--- config.mk ---
export PLATFORM = sky130hd
export DESIGN_NAME = park_gate_controller
export DESIGN_NICKNAME = d
export VERILOG_FILES = /design/src/rtl/park_gate_controller.sv
export SDC_FILE = /design/constraint.sdc
export NUM_CORES = 1
export LEC_CHECK = 0
export CORE_UTILIZATION = 47
export CTS_BUF_LIST = sky130_fd_sc_hd__clkbuf_16
export CTS_CLUSTER_SIZE = 14
export DETAILED_ROUTE_END_ITERATION = 6
export GPL_ROUTABILITY_DRIVEN = 0
export PLACE_DENSITY = 0.79
export SLEW_MARGIN = 30
export SYNTH_ARGS = -nofsm -noshare
export SYNTH_HDL_FRONTEND = slang
export SYNTH_SLANG_ARGS = --single-unit
export TNS_END_PERCENT = 10
--- constraint.sdc ---
create_clock -name clk -period 4.1 [get_ports clk]
set_input_delay 0.82 -clock clk [delete_from_list [all_inputs] [get_ports clk]]
set_output_delay 0.82 -clock clk [all_outputs]
set_load 0.01 [all_outputs]
--- src/rtl/park_gate_controller.sv ---
// Parking gate controller: tracks an 8-space occupancy map, grants entry and exit
// requests, and drives each gate actuator for GATE_CYCLES cycles per grant.
// Latency: one cycle from a sampled request to ack/err, map update and gate open.
// Backpressure: requests are level-held and served only in IDLE. An entry waits while the lot is full.
//
// Ports:
//   clk, reset                       - single clock, synchronous active-high reset
//   enable                           - 0 blocks evaluation of new requests in IDLE
//   entry_req                        - entry request level, held until entry_ack
//   exit_req, exit_space             - exit request level and the space being vacated
//   parking_capacity                 - occupancy map, bit n = space n occupied
//   park_number                      - space assigned by the most recent entry grant
//   entry_ack, exit_ack, exit_err    - one-cycle result pulses
//   entry_gate_open, exit_gate_open  - gate actuator drives
//   full, empty, free_count          - status derived from the occupancy map
module park_gate_controller #(
  parameter int unsigned GATE_CYCLES = 4
) (
  input  logic       clk,
  input  logic       reset,
  input  logic       enable,
  input  logic       entry_req,
  input  logic       exit_req,
  input  logic [2:0] exit_space,
  output logic [7:0] parking_capacity,
  output logic [2:0] park_number,
  output logic       entry_ack,
  output logic       exit_ack,
  output logic       exit_err,
  output logic       entry_gate_open,
  output logic       exit_gate_open,
  output logic       full,
  output logic       empty,
  output logic [3:0] free_count
);

  typedef enum logic [1:0] {
    IDLE       = 2'd0,
    ENTRY_OPEN = 2'd1,
    EXIT_OPEN  = 2'd2
  } state_t;

  state_t     state;
  logic [3:0] gate_timer;

  logic       exit_hit;
  logic       do_exit;
  logic       do_err;
  logic       do_entry;
  logic [2:0] free_idx;
  logic [7:0] map_nxt;

  // Highest-index zero bit of the map; only meaningful when the map is not full.
  function automatic logic [2:0] highest_free(input logic [7:0] m);
    logic [2:0] idx;
    idx = 3'd0;
    for (int i = 0; i < 8; i++) begin
      if (!m[i]) idx = 3'(i);
    end
    return idx;
  endfunction

  function automatic logic [3:0] zero_count(input logic [7:0] m);
    logic [3:0] cnt;
    cnt = 4'd0;
    for (int i = 0; i < 8; i++) begin
      cnt = cnt + {3'd0, ~m[i]};
    end
    return cnt;
  endfunction

  // Decision logic for the IDLE state. Exit has priority over entry, so an
  // entry is only considered when no exit request is present.
  always_comb begin
    exit_hit = parking_capacity[exit_space];
    free_idx = highest_free(parking_capacity);
    do_exit  = (state == IDLE) && enable && exit_req && exit_hit;
    do_err   = (state == IDLE) && enable && exit_req && !exit_hit;
    do_entry = (state == IDLE) && enable && !exit_req && entry_req
               && (parking_capacity != 8'hFF);
    map_nxt  = parking_capacity;
    if (do_exit)  map_nxt[exit_space] = 1'b0;
    if (do_entry) map_nxt[free_idx]   = 1'b1;
  end

  always_ff @(posedge clk) begin
    if (reset) begin
      state            <= IDLE;
      gate_timer       <= 4'd0;
      parking_capacity <= 8'h00;
      park_number      <= 3'd0;
      entry_ack        <= 1'b0;
      exit_ack         <= 1'b0;
      exit_err         <= 1'b0;
      entry_gate_open  <= 1'b0;
      exit_gate_open   <= 1'b0;
      full             <= 1'b0;
      empty            <= 1'b1;
      free_count       <= 4'd8;
    end else begin
      entry_ack <= 1'b0;
      exit_ack  <= 1'b0;
      exit_err  <= 1'b0;

      // Status flags are registered from the next map so they always line up
      // with the registered parking_capacity.
      parking_capacity <= map_nxt;
      full             <= (map_nxt == 8'hFF);
      empty            <= (map_nxt == 8'h00);
      free_count       <= zero_count(map_nxt);

      case (state)
        IDLE: begin
          if (do_exit) begin
            exit_ack       <= 1'b1;
            exit_gate_open <= 1'b1;
            gate_timer     <= 4'(GATE_CYCLES - 1);
            state          <= EXIT_OPEN;
          end else if (do_err) begin
            exit_err <= 1'b1;
          end else if (do_entry) begin
            entry_ack       <= 1'b1;
            entry_gate_open <= 1'b1;
            park_number     <= free_idx;
            gate_timer      <= 4'(GATE_CYCLES - 1);
            state           <= ENTRY_OPEN;
          end
        end
        ENTRY_OPEN, EXIT_OPEN: begin
          // The timer holds the number of open cycles still to come after the
          // current one; enable is deliberately ignored here.
          if (gate_timer == 4'd0) begin
            entry_gate_open <= 1'b0;
            exit_gate_open  <= 1'b0;
            state           <= IDLE;
          end else begin
            gate_timer <= gate_timer - 4'd1;
          end
        end
        default: begin
          entry_gate_open <= 1'b0;
          exit_gate_open  <= 1'b0;
          state           <= IDLE;
        end
      endcase
    end
  end

endmodule

[Word level (Yosys, flattened, before mapping)]
Index checks and enable logic that the tools add are counted.
Word-level totals
  bits in read-only memories: 0
  memory bits (writable): 0
  register bits: 28
  input port bits: 8
  bits in latches: 0
  memories: 0
  word-level logic and storage cells: 109
Operators by class
  div/mod/pow operators: 0
  mux-type cells: 35
  reductions and logical operators: 24
  equal/unequal tests: 12
  shift operators: 0
  bitwise operators: 14
  multipliers: 0
  add/subtract/negate cells: 8
  magnitude comparators: 4
Operator list (count)
  2-to-1 mux 3 bit: 6
  adder 4 x 1 -> 4 bit: 4
  2-to-1 mux 4 bit: 4
  2-to-1 mux 8 bit: 2
  2-to-1 mux 1 bit: 12
  inequality test 2 bit, second input constant: 6
  AND reduction 4 bit: 3
  inverter 1 bit: 11
  logical AND 1 bit: 9
  bitwise AND 8 bit: 1
  equality test 8 bit, second input constant: 1
  logical NOT 8 bit: 1
  < comparator 3 x 4 -> 1 bit, second input constant: 2
  2-to-1 mux 2 bit: 4
  inequality test 8 bit, second input constant: 1
  inverter 8 bit: 1
  OR 8 bit: 1
  one-hot mux 4 bit (2 select lines): 1
  demux 1 bit (select 3 bit): 2
  >= comparator 3 x 1 -> 1 bit, second input constant: 2
  inequality test 3 bit, second input constant: 2
  adder 3 x 1 -> 4 bit: 1
  logical NOT 4 bit: 1
  one-hot mux 1 bit (2 select lines): 2
  other kinds (15): 17

[Depth between registers and ports, before layout]
Gate-level depths: netlist (run 1).
  word-level depth: 21
  gate-level depth with buffers: 18

[Worst setup path before layout (run 1)]
Ideal clock, no wire load.
  kind: input to register
  start point: input port exit_space[1]
  end point: register free_count[2]
  data arrival time: 4.245 ns
  cell stages on the path: 16
  setup time: 0.128 ns
  required time: 3.972 ns
  path slack: -0.273 ns
  path through: or2_1 > o22ai_2 > o21ai_2 > buf_6 > o31ai_2 > and2_1 > fa_1 > fa_1 > inv_1 > fa_1 > inv_1 > ha_1 > inv_1 > fa_1 > xor2_1 > nor2_1
Between the ends
  cells in the longest elaborated chain, start to end: 17
  elaborated cells on any way between the ends: 28
  those cells by class: add/sub: 7; order compare: 2; mux: 6; bitwise: 11; reduce/logical: 2
Ends and longest elaborated chain
  start, declared: RTL line 24  | input logic [2:0] exit_space,
  < comparator 3 x 4 -> 1 bit (implied by the code) / >= comparator 3 x 1 -> 1 bit (equally long branches): RTL line 82  | if (do_exit) map_nxt[exit_space] = 1'b0;
  logical AND 1 bit (implied by the code): RTL line 82
  2-to-1 mux 1 bit (implied by the code): RTL line 82
  demux 1 bit (select 3 bit): RTL line 82
  inverter 8 bit (no source line)
  bitwise AND 8 bit (no source line)
  2-to-1 mux 8 bit *: RTL line 82
  OR 8 bit (no source line)
  2-to-1 mux 8 bit *: RTL line 83  | if (do_entry) map_nxt[free_idx] = 1'b1;
  inverter 1 bit: RTL line 67  | cnt = cnt + {3'd0, ~m[i]};
  adder 1 x 1 -> 2 bit: RTL line 67
  adder 2 x 1 -> 3 bit: RTL line 67
  adder 3 x 1 -> 4 bit: RTL line 67
  adder 4 x 1 -> 4 bit (3 in series): RTL line 67
  adder 4 x 1 -> 4 bit *: RTL line 67
  end signal, assigned: RTL line 110  | free_count <= zero_count(map_nxt);
  end, declared: RTL line 34  | output logic [3:0] free_count
Mark *: on every way between the ends. The rest lies on a longest branch, timed or not. The select of a mux whose other input is x is not followed.
A chain may end at the register's enable or synchronous reset.

[Final worst setup path (run 1)]
  start point: input port exit_req
  end point: register free_count[1]
Between the ends
  cells in the longest elaborated chain, start to end: 13
  elaborated cells on any way between the ends: 24
  those cells by class: add/sub: 7; mux: 2; bitwise: 9; reduce/logical: 6
Ends and longest elaborated chain
  start, declared: RTL line 23  | input logic exit_req,
  logical AND 1 bit / logical NOT 1 bit (equally long branches): RTL line 77, 79
  logical AND 1 bit, on equally long branches: RTL line 77, 79
  2-to-1 mux 8 bit / logical AND 1 bit (equally long branches): RTL line 82, 79
  OR 8 bit (no source line) / logical AND 1 bit (equally long branches)
  2-to-1 mux 8 bit *: RTL line 83
  inverter 1 bit: RTL line 67
  adder 1 x 1 -> 2 bit: RTL line 67
  adder 2 x 1 -> 3 bit: RTL line 67
  adder 3 x 1 -> 4 bit: RTL line 67
  adder 4 x 1 -> 4 bit (3 in series): RTL line 67
  adder 4 x 1 -> 4 bit *: RTL line 67
Mark *: on every way between the ends. The rest lies on a longest branch, timed or not.

==> impl_metrics.yaml, run 1 <==
cts:
  clock_latency_ns: 0.27
  cts_buffer_depth: 2
  clock_sinks: 28
  cts_max_level: 1
  clkSlewWorstSetupHoldPaths_ns: 0.07
  tritoncts: "built"
  cts_made_buffers: 3
  hold_buffers: 0
  cts_root_buf: "clkbuf_16"
floorplanning:
  die_w_um: 61.19
  fp.dieArea_um2: 3744
  die_height_um: 61.19
  rows: 21
  io_pins: 30
  start_util: 0.4934
  coreArea_um2: 3337
yosys:
  synth_xor_area_frac: 0.005319
  synthAdderAreaFrac: 0.1094
  yosys.area_share.simple: 0.1725
  post-synth-top-count-cell: "dfxtp_1"
  synth_ff_type: "dfxtp_1"
  syn-instance-count: 188
  muxShareOfSynthArea: 0.02432
  synth.area.top_cells: "dfxtp_1 34%, ha_1 6.1%, fa_1 4.9%"
  synth.top_cell.area_share: 0.3404
  synth_top_family_by_area: "compound AO/OA/AOI/OAI gates"
  ys_warn_count: 0
  yosys.area.top_type: "dfxtp_1"
  async_flop_share: 0
  seq_area_frac_synth: 0.3404
  synth_edf_count: 0
  synthesis.nets: 208
  synth_common_cells: "28 x dfxtp_1, 20 x inv_1, 14 x nor2_1, 11 x a21oi_1, 9 x o21ai_0"
  netlist_area_um2: 1647
  ys_types: 53
  avgSynthCellArea_um2: 8.758
  synth_compound_area_frac: 0.2652
  ys_ff_latch: 28
timing:
  tightestPinTransition_ns: 0.5429
  finalHoldViolations: 0
  slew_headroom: 0.6342
  period_minus_slack_ns: 4.110
  setup_viol: 1
  fmax_mhz: 243.3
  skew_ns: 0.005862
  worst_slack_ns: -0.009641
  grt_setup_unrepaired: "true"
  drv_slew: 0
  fin_crit_sh: 1.002
pwr:
  internal-power_mw: 0.4684
  p_seq_frac: 0.461
  power.switching_mw: 0.1597
  p_per_area_nw_per_um2: 265.7
  leakage_nw: 0.9357
  ir_worst_vdd_mv: 0.1693
  switching_share: 0.2542
  pwr-share-clk: 0.363
  comb_power_share: 0.176
route:
  ant_nets: 0
  drc_errors: 0
  routedWlPerCell_um: 15.75
  drt_pass1_iterations: 4
  routed_wirelength_mm: 4.679
  dr.first_iter.drc_count: 118
  vias_per_cell: 5.626
  vias: 1671
layout:
  register_area_um2: 560.5
  multi_input_area_um2: 1015
  fillers: 258
  nets: 272
  syn_to_final_growth_pct: 43.54
  fin_util: 0.7083
  stdcell_count: 297
  drive_gt1_frac: 0.2709
  diodes: 0
  finish.instance_area_um2: 2364
worst_setup_path:
  path_cells: "buf_6 -> and4b_1 -> nand2_1 -> nor3b_2 -> a21bo_2 -> and2_4 -> fa_1 -> fa_1 -> inv_2 -> fa_1 -> inv_1 -> ha_2 -> inv_2 -> fa_2 -> nor2_1"
  cp.arrival_ns: 4.25
  required_ns: 4.24
  crit_type: "input port to register"
  critical_path.most_common_cell: "fa_1"
  startpoint_type: "input port"
  critPathMaxFanout: 2
  critical-path-max-stage-delay_ns: 0.54
  endpoint_kind: "register"
  slowest_stage: "fa_1"
global_route:
  track_usage: 0.2702
  grt_max_degree: 26
  grt_pass1_vias: 1581
  grt_overflow_total: 0
  grt_pass1_wl_mm: 7.293
  antenna_found_initial: 0
run:
  cap_violations: 0
placed_design:
  dpl.hpwl_mm: 3.165
  io_buffers: 29
  pre_cts_ws_ns: -0.8192
  dpl.cell_count: 284
  postPlaceCellArea_um2: 2196
worst_hold_path:
  hold_path_class: "register to register"
outcome:
  status: "complete, but fails checks"
  violations: "setup timing"
## state kept, by name, summed over array words and instances (netlist names)
signal            count
exit_gate_open        1
exit_ack              1
park_number           3
free_count            4
parking_capacity      8
entry_ack             1
entry_gate_open       1
exit_err              1
state                 2
gate_timer            4
full                  1
empty                 1
## power by group through the flow
stage | combinational (mW) | clock (mW) | sequential, mW
floorplan | 0.0584 | 0 | 0.297
global placement | 0.103 | 0 | 0.295
detailed placement | 0.105 | 0 | 0.295
CTS | 0.108 | 0.230 | 0.289
global route | 0.121 | 0.243 | 0.291
finish | 0.111 | 0.228 | 0.290
## stage by stage
step | hold slack [ns] | power [mW] | setup TNS (ns)
finish | 0.4706 | 0.6280 | -0.009641
global route | 0.5104 | 0.6546 | -0.2051
CTS | 0.4770 | 0.6265 | -0.1440
detailed placement | 0.4676 | 0.4004 | -2.685
global placement | 0.4571 | 0.3987 | -2.266
floorplan | 0.4436 | 0.3558 | -0.2324
## layer usage
metal / track usage / up-vias / part of all wire
met1: 0.3656 / 778 / 0.44
li1: - / 801 / -
met3: 0.06513 / 14 / 0.071
met2: 0.4053 / 78 / 0.46
met5: 0 / - / 0
met4: 0.1266 / 0 / 0.030
## layout make-up
cell class | instances | share of cell area
Multi-Input combinational cell | 130 | 0.4293
Timing Repair Buffer | 69 | 0.2440
Sequential cell | 28 | 0.2372
Clock buffer | 3 | 0.03176
Inverter | 20 | 0.03176
Tap cell | 46 | 0.02435
Clock inverter | 1 | 0.001588
## critical path, delay by kind of cell
kind	cells	cell delay, ns
adder cells (fa/ha/maj)	5	2.18
AND/OR/NAND/NOR	5	0.76
AO/OA/AOI/OAI	1	0.26
buffers and inverters	4	0.25
## final timing paths
check / startpoint / endpoint / slack (ns) / cells past startpoint
hold / removal: exit_gate_open / exit_gate_open / 0.47 / 2
setup reg to reg: parking_capacity[7] / free_count[1] / 0.04 / 14
setup / recovery: exit_req / free_count[1] / -0.01 / 15
hold reg to reg: exit_gate_open / exit_gate_open / 0.47 / 2
## cells in the final DEF (no fill, tap or decap), types with 2 or more instances in the layout
cell type,Yosys,routed
o32ai_1,2,2
nor4_1,2,2
ha_1,8,7
nor2b_1,2,2
nor3_1,5,5
o21ai_0,9,7
buf_2,3,2
buf_4,1,41
and2_1,3,2
inv_2,0,2
inv_1,20,18
a221oi_1,2,2
nor2_1,14,14
mux2i_2,0,2
mux2i_1,4,2
o21a_1,3,3
a21o_1,2,2
nand3_1,5,5
clkdlybuf4s50_1,0,22
o2111ai_1,2,2
nand2_1,8,8
dfxtp_1,28,28
o31ai_1,4,4
clkbuf_16,0,3
nand3b_1,2,2
fa_1,4,3
buf_6,2,3
nand2b_1,4,4
o211ai_1,3,3
o21ai_1,0,2
a211oi_1,5,5
a21oi_1,11,11
## repair_timing
| action | in CTS | in global routing |
|---|---|---|
| buffers inserted | 7 | 3 |
| resized for setup | 33 | 4 |
| pin swaps | 12 | 12 |
| endpoints found under the setup margin | 4 | 3 |
## cell families after synthesis
kind of cell	count (synthesis)
and+or+nand+nor	54
AOI/OAI and AO/OA	59
DFF	28
muxes	4
xor gates and xnor gates	1
buffers and inverters	30
adders and majority gates	12
Power figures use the tool's default switching activity.
==> run 2: changes to the inputs <==
GPL_ROUTABILITY_DRIVEN = 1   (was 0)
==> run 2 against run 1 <==
Compared with the run above:
- the flow still finishes with violations (setup timing)
- sequential share of layout area down 0.063 points
- total power up 0.29%
- fmax down 0.43%
- register-to-register slack better by 0.02 ns
- combinational power about the same
- critical path type unchanged
- clock skew about the same
- largest power group unchanged
- largest cell class unchanged
- die area unchanged
- clock power about the same
==> impl_metrics.yaml, run 2 (synthesized netlist as in run 1, its figures left out) <==
worst_setup_path:
  path_cells: "buf_6 -> and4b_1 -> nand2_1 -> nor3b_2 -> a21bo_2 -> and2_4 -> fa_1 -> fa_1 -> inv_1 -> fa_1 -> inv_1 -> ha_2 -> inv_2 -> fa_2 -> nor2_2"
  critPathMaxFanout: 2
  startpoint_type: "input port"
  critPathTopFamily: "adder cells"
  slowest_stage: "fa_2"
  critical_path.most_common_cell: "fa_1"
  cp.arrival_ns: 4.27
  required_ns: 4.25
  endpoint_kind: "register"
  critical-path-max-stage-delay_ns: 0.56
  crit_type: "input port to register"
  crit_buf_inv: 4
timing:
  fin_crit_sh: 1.007
  slew_headroom: 0.6354
  setup_viol: 1
  grt_setup_unrepaired: "true"
  skew_ns: 0.005765
  tightestPinTransition_ns: 0.5412
  fin_setup_tns_ns: -0.02741
  drv_slew: 0
  fmax_mhz: 242.3
  worst_slack_ns: -0.02741
  finalHoldViolations: 0
  period_minus_slack_ns: 4.127
route:
  vias_per_cell: 5.557
  ant_nets: 0
  dr.first_iter.drc_count: 121
  routed_wirelength_mm: 4.560
  routedWlPerCell_um: 15.30
  vias: 1656
  drc_errors: 0
  drt_pass1_iterations: 4
floorplanning:
  coreArea_um2: 3337
  die_height_um: 61.19
  die_w_um: 61.19
  rows: 21
  fp.dieArea_um2: 3744
  start_util: 0.4934
  io_pins: 30
layout:
  final_common_cell: "buf_4"
  top_register: "parking_capacity"
  drive_gt1_frac: 0.2738
  syn_to_final_growth_pct: 43.92
  largest_reg_flops: 8
  fillers: 262
  diodes: 0
  layout_common_cells: "41 x buf_4, 28 x dfxtp_1, 22 x clkdlybuf4s50_1"
  nets: 273
  register_area_um2: 560.5
  stdcell_count: 298
  fin_util: 0.7102
  biggestRegsByFlops: "parking_capacity: 8 flops, free_count: 4 flops, gate_timer: 4 flops"
  multi_input_area_um2: 1016
cts:
  tritoncts: "built"
  cts_made_buffers: 3
  cts_max_level: 1
  hold_buffers: 0
  clock_latency_ns: 0.27
  clkSlewWorstSetupHoldPaths_ns: 0.07
  cts_root_buf: "clkbuf_16"
  clock_sinks: 28
  cts_buffer_depth: 2
pwr:
  leakage_nw: 0.9455
  ir_worst_vdd_mv: 0.1552
  p_per_area_nw_per_um2: 265.8
worst_hold_path:
  hold_path_class: "register to register"
global_route:
  track_usage: 0.2602
  antenna_found_initial: 0
  grt_pass1_wl_mm: 7.148
  grt_pass1_vias: 1506
  grt_max_degree: 26
  grt_overflow_total: 0
placed_design:
  dpl.cell_count: 285
  place_congestion: 0.9459
  dpl.hpwl_mm: 3.248
  io_buffers: 29
  pre_cts_ws_ns: -0.7937
outcome:
  violations: "setup timing"
  status: "complete, but fails checks"
run:
  cap_violations: 0
-- run 2: worst reg2reg max path, stage by stage (launching register included) --
cell     delay, ns
dfxtp_1       0.52
nor2b_1       0.10
o21a_1        0.20
o21ai_0       0.39
a21bo_2       0.23
and2_4        0.15
fa_1          0.42
fa_1          0.51
inv_1         0.05
fa_1          0.45
inv_1         0.07
ha_2          0.18
inv_2         0.04
fa_2          0.56
nor2_2        0.03
-- run 2: timing repair --
action / CTS / global route
setup endpoints to repair: 4 / 2
gates resized for setup: 35 / 2
buffers inserted: 9 / 0
pin swaps: 15 / 1
-- run 2: final cells by class --
class,instances,area share
clock buffers,3,0.03168
clock inverters,1,0.001584
inverters,20,0.03168
multi-input cells,130,0.4287
flip-flops and latches,28,0.2365
well taps,46,0.02429
repair buffers,70,0.2455
-- run 2: worst paths after layout --
path	startpoint	end	slack, ns	depth (start not counted)
worst max register to register	parking_capacity[1]	free_count[1]	0.06	14
worst max-delay path	exit_req	free_count[1]	-0.03	15
worst min-delay path	exit_gate_open	exit_gate_open	0.47	2
worst min register to register	exit_gate_open	exit_gate_open	0.47	2
-- run 2: report_power, final --
group | switching (mW) | total (mW) | internal [mW]
registers | 0.00606 | 0.289 | 0.283
logic | 0.0576 | 0.112 | 0.0543
clock network | 0.0978 | 0.229 | 0.131
-- run 2: through the flow --
step           hold WS (ns)  power (mW)  cell area, um2
2_1_floorplan        0.4436      0.3558            1677
3_3_place_gp         0.4577      0.4011            2203
3_5_place_dp         0.4671      0.4027            2203
4_1_cts              0.4776      0.6287            2372
5_1_grt              0.5116      0.6529            2370
6_report             0.4683      0.6299            2370
-- run 2: layer usage --
metal	part of all wire	vias up	GRT usage
met5	0	-	0
met4	0.013	0	0.08766
met3	0.067	8	0.04202
met2	0.47	71	0.4193
met1	0.45	766	0.3539
li1	-	811	-
